==> src/rtl/irq_pkg.sv <==
// -----------------------------------------------------------------------------
// irq_pkg
// Definitions shared by the interrupt controller files.
//   N_SRC_MAX       : widest source count supported (one per CPU HWInt bit)
//   CLAIM_VALID_BIT : bit position of the valid flag in the CLAIM read word
//   CLAIM_ID_W      : width of the source id field in CLAIM/COMPLETE
//   irq_reg_e       : word offsets of the registers within the device window
// -----------------------------------------------------------------------------
package irq_pkg;

    localparam int unsigned N_SRC_MAX       = 6;
    localparam int unsigned CLAIM_VALID_BIT = 31;
    localparam int unsigned CLAIM_ID_W      = 8;

    typedef enum logic [2:0] {
        IRQ_PEND     = 3'd0,
        IRQ_MASK     = 3'd1,
        IRQ_EDGE     = 3'd2,
        IRQ_CLAIM    = 3'd3,
        IRQ_COMPLETE = 3'd4,
        IRQ_INSVC    = 3'd5
    } irq_reg_e;

endpackage

==> src/rtl/irq_ctrl_sync_edge.sv <==
// -----------------------------------------------------------------------------
// irq_sync_edge
// One interrupt source: multi-flop synchronizer, rising-edge detector and the
// PEND bit for that source.
//   clk, reset : system clock, asynchronous active-high reset
//   src        : raw (possibly asynchronous) interrupt line
//   edge_mode  : 1 = latch rising edges, 0 = follow the synchronized level
//   mode_chg   : EDGE bit is being flipped this cycle; clears PEND
//   w1c        : write-1-to-clear strobe for PEND (edge mode only)
//   pend       : pending bit
// -----------------------------------------------------------------------------
module irq_sync_edge #(
    parameter int unsigned SYNC_STAGES = 2
) (
    input  logic clk,
    input  logic reset,
    input  logic src,
    input  logic edge_mode,
    input  logic mode_chg,
    input  logic w1c,
    output logic pend
);

    logic [SYNC_STAGES-1:0] sync_q;
    logic                   prev_q;
    logic                   s;
    logic                   rise;

    assign s    = sync_q[SYNC_STAGES-1];
    assign rise = s & ~prev_q;

    always_ff @(posedge clk or posedge reset) begin
        if (reset) begin
            sync_q <= '0;
            prev_q <= 1'b0;
        end else begin
            sync_q <= {sync_q[SYNC_STAGES-2:0], src};
            prev_q <= s;
        end
    end

    // Mode change dominates; in edge mode a new edge beats a simultaneous
    // W1C so an event arriving during the clear is never lost.
    always_ff @(posedge clk or posedge reset) begin
        if (reset) begin
            pend <= 1'b0;
        end else if (mode_chg) begin
            pend <= 1'b0;
        end else if (edge_mode) begin
            if (rise) begin
                pend <= 1'b1;
            end else if (w1c) begin
                pend <= 1'b0;
            end
        end else begin
            pend <= s;
        end
    end

endmodule

==> src/rtl/irq_ctrl.sv <==
// -----------------------------------------------------------------------------
// irq_ctrl
// Memory-mapped interrupt controller on a Bridge device slot. Synchronizes the
// peripheral interrupt lines, latches them into PEND, masks them, and drives a
// registered interrupt vector to the CPU plus a CLAIM/COMPLETE handshake that
// lets the handler service one source at a time (fixed priority, index 0 high).
//   clk, reset : system clock, asynchronous active-high reset
//   Addr       : word offset within the device window
//   WE         : single-cycle register write strobe
//   Din        : write data
//   Dout       : read data, combinational from Addr
//   src_irq    : raw interrupt source lines
//   HWInt      : registered PEND & MASK & ~INSVC; bits >= N_SRC are 0
//   irq_any    : registered OR of HWInt
// Register map: 0 PEND (W1C), 1 MASK, 2 EDGE, 3 CLAIM (RO), 4 COMPLETE (WO),
// 5 INSVC (write-1-to-set), 6/7 reserved (read 0).
// -----------------------------------------------------------------------------
module irq_ctrl
    import irq_pkg::*;
#(
    parameter int unsigned N_SRC       = 6,
    parameter int unsigned SYNC_STAGES = 2
) (
    input  logic             clk,
    input  logic             reset,
    input  logic [2:0]       Addr,
    input  logic             WE,
    input  logic [31:0]      Din,
    output logic [31:0]      Dout,
    input  logic [N_SRC-1:0] src_irq,
    output logic [5:0]       HWInt,
    output logic             irq_any
);

    logic [N_SRC-1:0]     pend;
    logic [N_SRC-1:0]     mask_q;
    logic [N_SRC-1:0]     edge_q;
    logic [N_SRC-1:0]     insvc_q;
    logic [N_SRC-1:0]     active;
    logic [N_SRC-1:0]     w1c;
    logic [N_SRC-1:0]     mode_chg;
    logic [N_SRC-1:0]     wr_bits;
    logic [N_SRC_MAX-1:0] hw_next;
    logic [31:0]          claim_word;
    logic [CLAIM_ID_W-1:0] cpl_id;

    logic wr_pend;
    logic wr_mask;
    logic wr_edge;
    logic wr_complete;
    logic wr_insvc;

    // Only the id field and the per-source bits of Din are meaningful.
    logic unused_din;
    assign unused_din = &{1'b0, Din[31:CLAIM_ID_W]};

    // ------------------------------------------------------------------
    // Write decode
    // ------------------------------------------------------------------
    assign wr_pend     = WE && (Addr == IRQ_PEND);
    assign wr_mask     = WE && (Addr == IRQ_MASK);
    assign wr_edge     = WE && (Addr == IRQ_EDGE);
    assign wr_complete = WE && (Addr == IRQ_COMPLETE);
    assign wr_insvc    = WE && (Addr == IRQ_INSVC);

    assign wr_bits  = Din[N_SRC-1:0];
    assign cpl_id   = Din[CLAIM_ID_W-1:0];
    assign w1c      = wr_pend ? wr_bits : '0;
    assign mode_chg = wr_edge ? (wr_bits ^ edge_q) : '0;

    // ------------------------------------------------------------------
    // Per-source synchronizer / edge detector / PEND
    // ------------------------------------------------------------------
    for (genvar i = 0; i < N_SRC; i++) begin : g_src
        irq_sync_edge #(
            .SYNC_STAGES(SYNC_STAGES)
        ) u_sync_edge (
            .clk       (clk),
            .reset     (reset),
            .src       (src_irq[i]),
            .edge_mode (edge_q[i]),
            .mode_chg  (mode_chg[i]),
            .w1c       (w1c[i]),
            .pend      (pend[i])
        );
    end

    // ------------------------------------------------------------------
    // MASK / EDGE / INSVC registers
    // ------------------------------------------------------------------
    always_ff @(posedge clk or posedge reset) begin
        if (reset) begin
            mask_q <= '0;
        end else if (wr_mask) begin
            mask_q <= wr_bits;
        end
    end

    always_ff @(posedge clk or posedge reset) begin
        if (reset) begin
            edge_q <= '0;
        end else if (wr_edge) begin
            edge_q <= wr_bits;
        end
    end

    // INSVC is set by software claim and cleared by COMPLETE; an id outside
    // the implemented sources matches no bit and is dropped.
    always_ff @(posedge clk or posedge reset) begin
        if (reset) begin
            insvc_q <= '0;
        end else if (wr_insvc) begin
            insvc_q <= insvc_q | wr_bits;
        end else if (wr_complete) begin
            for (int unsigned i = 0; i < N_SRC; i++) begin
                if (cpl_id == CLAIM_ID_W'(i)) begin
                    insvc_q[i] <= 1'b0;
                end
            end
        end
    end

    // ------------------------------------------------------------------
    // Priority resolution and outputs
    // ------------------------------------------------------------------
    assign active = pend & mask_q & ~insvc_q;

    // Lowest set index wins; 0 when nothing is set.
    function automatic logic [CLAIM_ID_W-1:0] lowest_set(input logic [N_SRC-1:0] v);
        logic [CLAIM_ID_W-1:0] id;
        logic                  found;
        id    = '0;
        found = 1'b0;
        for (int unsigned i = 0; i < N_SRC; i++) begin
            if (v[i] && !found) begin
                id    = CLAIM_ID_W'(i);
                found = 1'b1;
            end
        end
        return id;
    endfunction

    always_comb begin
        claim_word                   = '0;
        claim_word[CLAIM_VALID_BIT]  = |active;
        claim_word[CLAIM_ID_W-1:0]   = lowest_set(active);
    end

    always_comb begin
        hw_next              = '0;
        hw_next[N_SRC-1:0]   = active;
    end

    always_ff @(posedge clk or posedge reset) begin
        if (reset) begin
            HWInt   <= '0;
            irq_any <= 1'b0;
        end else begin
            HWInt   <= hw_next;
            irq_any <= |hw_next;
        end
    end

    // ------------------------------------------------------------------
    // Read mux
    // ------------------------------------------------------------------
    always_comb begin
        Dout = '0;
        case (Addr)
            IRQ_PEND:  Dout[N_SRC-1:0] = pend;
            IRQ_MASK:  Dout[N_SRC-1:0] = mask_q;
            IRQ_EDGE:  Dout[N_SRC-1:0] = edge_q;
            IRQ_CLAIM: Dout            = claim_word;
            IRQ_INSVC: Dout[N_SRC-1:0] = insvc_q;
            default:   Dout            = '0;
        endcase
    end

endmodule
==> config.mk <==
export PLATFORM = sky130hd
export DESIGN_NAME = irq_ctrl
export DESIGN_NICKNAME = d
export VERILOG_FILES = /design/src/rtl/irq_pkg.sv /design/src/rtl/irq_ctrl_sync_edge.sv /design/src/rtl/irq_ctrl.sv
export SDC_FILE = /design/constraint.sdc
export NUM_CORES = 1
export LEC_CHECK = 0
export ABC_AREA = 1
export CORE_UTILIZATION = 44
export CTS_CLUSTER_DIAMETER = 30
export CTS_CLUSTER_SIZE = 30
export DETAILED_ROUTE_END_ITERATION = 10
export GPL_TIMING_DRIVEN = 0
export PLACE_DENSITY_LB_ADDON = 0.25
export SLEW_MARGIN = 20
export SYNTH_ARGS = -nofsm -noshare
export SYNTH_HDL_FRONTEND = slang
export SYNTH_SLANG_ARGS = --single-unit
==> constraint.sdc <==
create_clock -name clk -period 2.21 [get_ports clk]
set_input_delay 0.3315 -clock clk [delete_from_list [all_inputs] [get_ports clk]]
set_output_delay 0.3315 -clock clk [all_outputs]
set_load 0.005 [all_outputs]
* Yosys cells after proc, flatten, opt, wreduce, memory -nomap -nowiden *
Cells that the tools add are included.

word-level totals
  bits in registers = 49
  bits in latches = 0
  memory bits (writable) = 0
  ROM bits = 0
  memories = 0

cells by class
  add/subtract/negate cells = 0
  multiply operators = 0
  divide/modulo/power cells = 0
  order comparisons = 0
  equality and inequality tests = 16
  shift-type cells = 0
  mux-type cells = 46
  bitwise logic cells = 17
  reductions and logical operators = 31

operators with widths
  kind                number
  $mux 1              36
  $mux 8              4
  $pmux 6 s5          1
  $mux 26             1
  $mux 6              4
  $ne 4x1->1 const B  6
  $eq 8x2->1 const B  2
  $eq 8x3->1 const B  2
  $reduce_bool 2->1   7
  $and 6x6->6         2
  $reduce_and 2->1    6
  $logic_and 1x1->1   10
  $eq 8x1->1 const B  1
  $logic_not 8->1     1
  $and 1x1->1         6
  $eq 3x2->1 const B  2
  $eq 3x3->1 const B  2
  $not 1->1           6
  $not 6->6           1
  $or 6x6->6          1
  $reduce_or 6->1     1
  $xor 6x6->6         1
  $logic_not 1->1     5
  $eq 3x1->1 const B  1
  $logic_not 3->1     1

* Depth between registers and ports, before layout *
  depth in word-level cells = 19
  depth in mapped cells = 8

* Modules after synthesis *
Synthesis repeated with hierarchy kept, for this count alone.

second synthesis, totals
  cell total of the unflattened synthesis = 275
  area, all modules = 2371.0 µm²

modules (own cells, without submodules)
  module         instances  cells an instance  area each (µm²)  seq. area each (µm²)
  irq_ctrl       1          215                1597.8           625.6
  irq_sync_edge  6          10                 128.9            100.1

* Worst setup path before layout *
Ideal clock, no wire load.

  path kind = flip-flop to output port
  from = register mask_q[0]
  to = output port Dout[2]
  arrival = 974 ps
  slack = 905 ps
  cell stages (with the launch flop) = 6
  cells stage by stage = dfrtp_1 nand3_1 nand2_1 nor2_1 o21ai_0 o21ai_1

between the ends
  word-level cells in the longest chain between the ends = 19
  elaborated cells on any way between the ends = 21

ends and longest elaborated chain
  what                         line             source
  start, declared              irq_ctrl.sv:36   logic [N_SRC-1:0] mask_q;
  start signal, assigned       irq_ctrl.sv:95   mask_q <= wr_bits;
  $and 6x6->6 * (2 in series)  irq_ctrl.sv:126  assign active = pend & mask_q & ~insvc_q;
  $mux 1 *                     irq_ctrl.sv:135  if (v[i] && !found) begin
  $logic_not 1->1              irq_ctrl.sv:135
  $logic_and 1x1->1            irq_ctrl.sv:135
  $mux 1 *                     irq_ctrl.sv:135
  $logic_not 1->1              irq_ctrl.sv:135
  $logic_and 1x1->1            irq_ctrl.sv:135
  $mux 1 *                     irq_ctrl.sv:135
  [2 not listed]               n/a
  $mux 1                       irq_ctrl.sv:135
  $logic_not 1->1              irq_ctrl.sv:135
  $logic_and 1x1->1            irq_ctrl.sv:135
  $mux 1                       irq_ctrl.sv:135
  $logic_not 1->1              irq_ctrl.sv:135
  $logic_and 1x1->1            irq_ctrl.sv:135
  $mux 8 *                     irq_ctrl.sv:135
  $pmux 6 s5 *                 irq_ctrl.sv:169  case (Addr)
  end, declared                irq_ctrl.sv:29   output logic [31:0] Dout,

Every way passes the cells marked *; elsewhere a longest branch is shown, timed or not.

* Worst setup path in the final report *
  from = register insvc_q[3]
  to = output port Dout[0]

between the ends
  word-level cells in the longest chain between the ends = 11
  elaborated cells on any way between the ends = 13

ends and longest elaborated chain
  what                    line             source
  start, declared         irq_ctrl.sv:38   logic [N_SRC-1:0] insvc_q;
  start signal, assigned  irq_ctrl.sv:113  insvc_q <= insvc_q | wr_bits;
  $not 6->6 *             irq_ctrl.sv:126
  $and 6x6->6 *           irq_ctrl.sv:126
  $logic_and 1x1->1 *     irq_ctrl.sv:135
  $mux 1                  irq_ctrl.sv:135
  $logic_not 1->1         irq_ctrl.sv:135
  $logic_and 1x1->1       irq_ctrl.sv:135
  $mux 1                  irq_ctrl.sv:135
  $logic_not 1->1         irq_ctrl.sv:135
  $logic_and 1x1->1       irq_ctrl.sv:135
  $mux 8 *                irq_ctrl.sv:135
  $pmux 6 s5 *            irq_ctrl.sv:169

Marked as above.

==> impl_metrics.toml <==
[sta]
setup_violations = 0
drv_slew = 0
fin_crit_sh_pct = 98.86
min_period_ps = 2185
rsz0062_at_grt = "true"
hold_violations = 0
whs_ps = 340.6
skew_ps = 7.809
fmax_ghz = 0.4577

[worst_setup_path]
critical_path_buf_inv_count = 2
critical_path_arrival_ps = 1850
reg2reg_to = "irq_any"
start_kind = "flop"
crit_path_cell_trace = "inv_2 > nand3_2 > o21ai_1 > nand2_1 > nand2_1 > nand2_1 > nand2_1 > clkdlybuf4s50_1"
crit_top_cell = "nand2_1"
r2r_start = "mask_q[0]"
cp.required_ps = 1880
criticalPathCategory = "reg2out"
crit_family = "buffers and inverters"
r2r_slack_ps = 1170
r2r_cells = 5
cpMaxStageDelayCell = "clkdlybuf4s50_1"
setup.worst_path.end_class = "output pin"
cpPeakStageDelay_ps = 490
worstPathMaxFanout = 3

[placed_design]
numPortBuffers = 33
gp_congestion = 0.9103
hpwlAfterDp_mm = 3.699
dp.cells = 409

[cts]
clock_latency_ps = 310
numCtsBuffers = 5
clockBufferDepth = 2
ctsHtreeMaxLevel = 2
clock-root-buffer = "clkbuf_8"
clkTransAtPathRegs_ps = 90
cts.sinks = 49
tritoncts = "yes"

[yosys]
ys_ff_latch = 49
yosysSeqAreaShare_pct = 50.78
ys.warnings.count = 0
yosysUniqueCellTypes = 26
avgSynthCellArea_um2 = 8.594
syn_area_mm2 = 0.002415
syn_inst = 281

[finish]
area_growth_pct = 32.07
layout_common_cells = "nand2_1 (79), dfrtp_1 (49), buf_4 (35), clkdlybuf4s50_1 (26)"
drive_above_1_share_pct = 22.91
fill_cells = 469
final_cells = 428
layout.nets = 401
n_antenna_cell = 0
final_common_cell = "nand2_1"

[power]
leakagePower_nw = 1.673
ir_worst_vdd_mv = 0.3903
power_density_mw_per_mm2 = 664.9

[routing]
avgRoutedWirePerCell_um = 12.32
drc_errors = 0
ant_nets = 0
drtPass1Iterations = 4
wirelength_mm = 5.271
vias = 2000
via_per_inst = 4.673
drtIter0Drc = 86

[global_route]
globalRoute.busiestLayer = "met2"
use_met2_pct = 33.00
grt_use_met3_pct = 5.150
grt_antenna_before_repair = 0
grt_pass1_wl_mm = 8.852
grt_pass1_vias = 1903
grt_overflow_total = 0
grtUsageTotal_pct = 19.46
use_met1_pct = 24.16
grt_max_degree = 31

[floorplan]
io_pins = 83
die_h_um = 76.08
dieArea_mm2 = 0.005788
row_count = 26
core-area_mm2 = 0.005205
start_util_pct = 46.39
die_x_um = 76.08

[status]
status = "complete, no violations"

[flow_run]
cap_violations = 0

[hold_path]
hold_class = "in2async"
[worst register-to-register path, delay by kind of cell (launching register included)]
family / cells / cell delay [ps]
buffers and inverters: 1 / 110
and+or+nand+nor: 4 / 370
DFF: 1 / 440
[cells by family after synthesis]
| kind of cell | synth area share, % |
|---|---|
| simple gates | 26.11 |
| buf+inv | 14.30 |
| flops | 50.78 |
| compound gates | 8.653 |
| other cells | 0.1553 |
[report_power, final]
group	internal (mW)	leakage, nW	switching (mW)
registers	1.01	0.590	0.103
logic	0.245	1.05	0.236
clock network	0.223	0.0374	0.301
[what timing repair did]
item,4_1_cts,5_1_grt
setup buffers,3,8
hold buffers,0,0
gates resized for setup,9,17
pin swaps,1,4
hold endpoints to repair,0,0
endpoints found under the setup margin,7,6
[cells in the mapped netlist, drive strengths merged]
cell type   n  area (um2)
nand4       3       18.77
nand2      84       327.8
nor3        3       25.02
o22ai       2       12.51
a21oi       7       35.03
conb        1       3.750
o21ai      24       120.1
nand3b      1       7.510
o2bb2ai     1       8.760
dfrtp      49        1226
inv        35       131.4
o2111ai     3       26.28
buf        27       214.0
nand3      22       145.1
a31oi       1       6.260
nor2       18       106.4
[layer usage]
| metal | wire (um) | part of all wire [%] |
|---|---|---|
| met2 | 2580 | 49 |
| met3 | 333 | 6.3 |
| met1 | 2299 | 44 |
| met5 | 0 | 0 |
| met4 | 57 | 1.1 |
[per-stage QoR]
step,utilization [%],total power [mW],setup slack (ps),setup TNS [ps],cell area (um2)
6_report,61.27,2.121,25.10,0,3189
5_1_grt,61.27,2.250,-59.65,-59.65,3189
4_1_cts,59.06,2.083,4.760,0,3074
3_5_place_dp,56.54,1.538,-277.6,-1590,2943
3_3_place_gp,56.15,1.520,-282.0,-11550,2923
2_1_floorplan,-,1.354,705.7,0,2505
[cell type report]
class / count / area (um2) / area share (%)
timing repair buffer: 45 / 447.9 / 14.04
clock inverter: 2 / 15.01 / 0.4708
inverter: 35 / 131.4 / 4.119
tap: 70 / 87.58 / 2.746
clock buffer: 6 / 72.57 / 2.275
sequential: 49 / 1226 / 38.45
multi-input combinational: 194 / 994.7 / 31.19
buffer: 27 / 214.0 / 6.709
[state kept, by name (all words and copies together), names as in the netlist]
signal and cells:
mask_q 6, g_src.u_sync_edge.sync_q 12, g_src.u_sync_edge.prev_q 6, insvc_q 6
irq_any 1, edge_q 6, g_src.u_sync_edge.pend 6, HWInt 6
[worst max-delay path by stage]
stage,to,startpoint,depth (start not counted)
floorplan,HWInt[0],reset,1
global placement,Dout[2],Addr[2],6
detailed placement,Dout[2],Addr[2],6
CTS,Dout[0],insvc_q[3],9
global route,Dout[0],g_src[0].u_sync_edge.pend,8
finish,Dout[0],insvc_q[3],8
(Power assumes the default switching activity.)
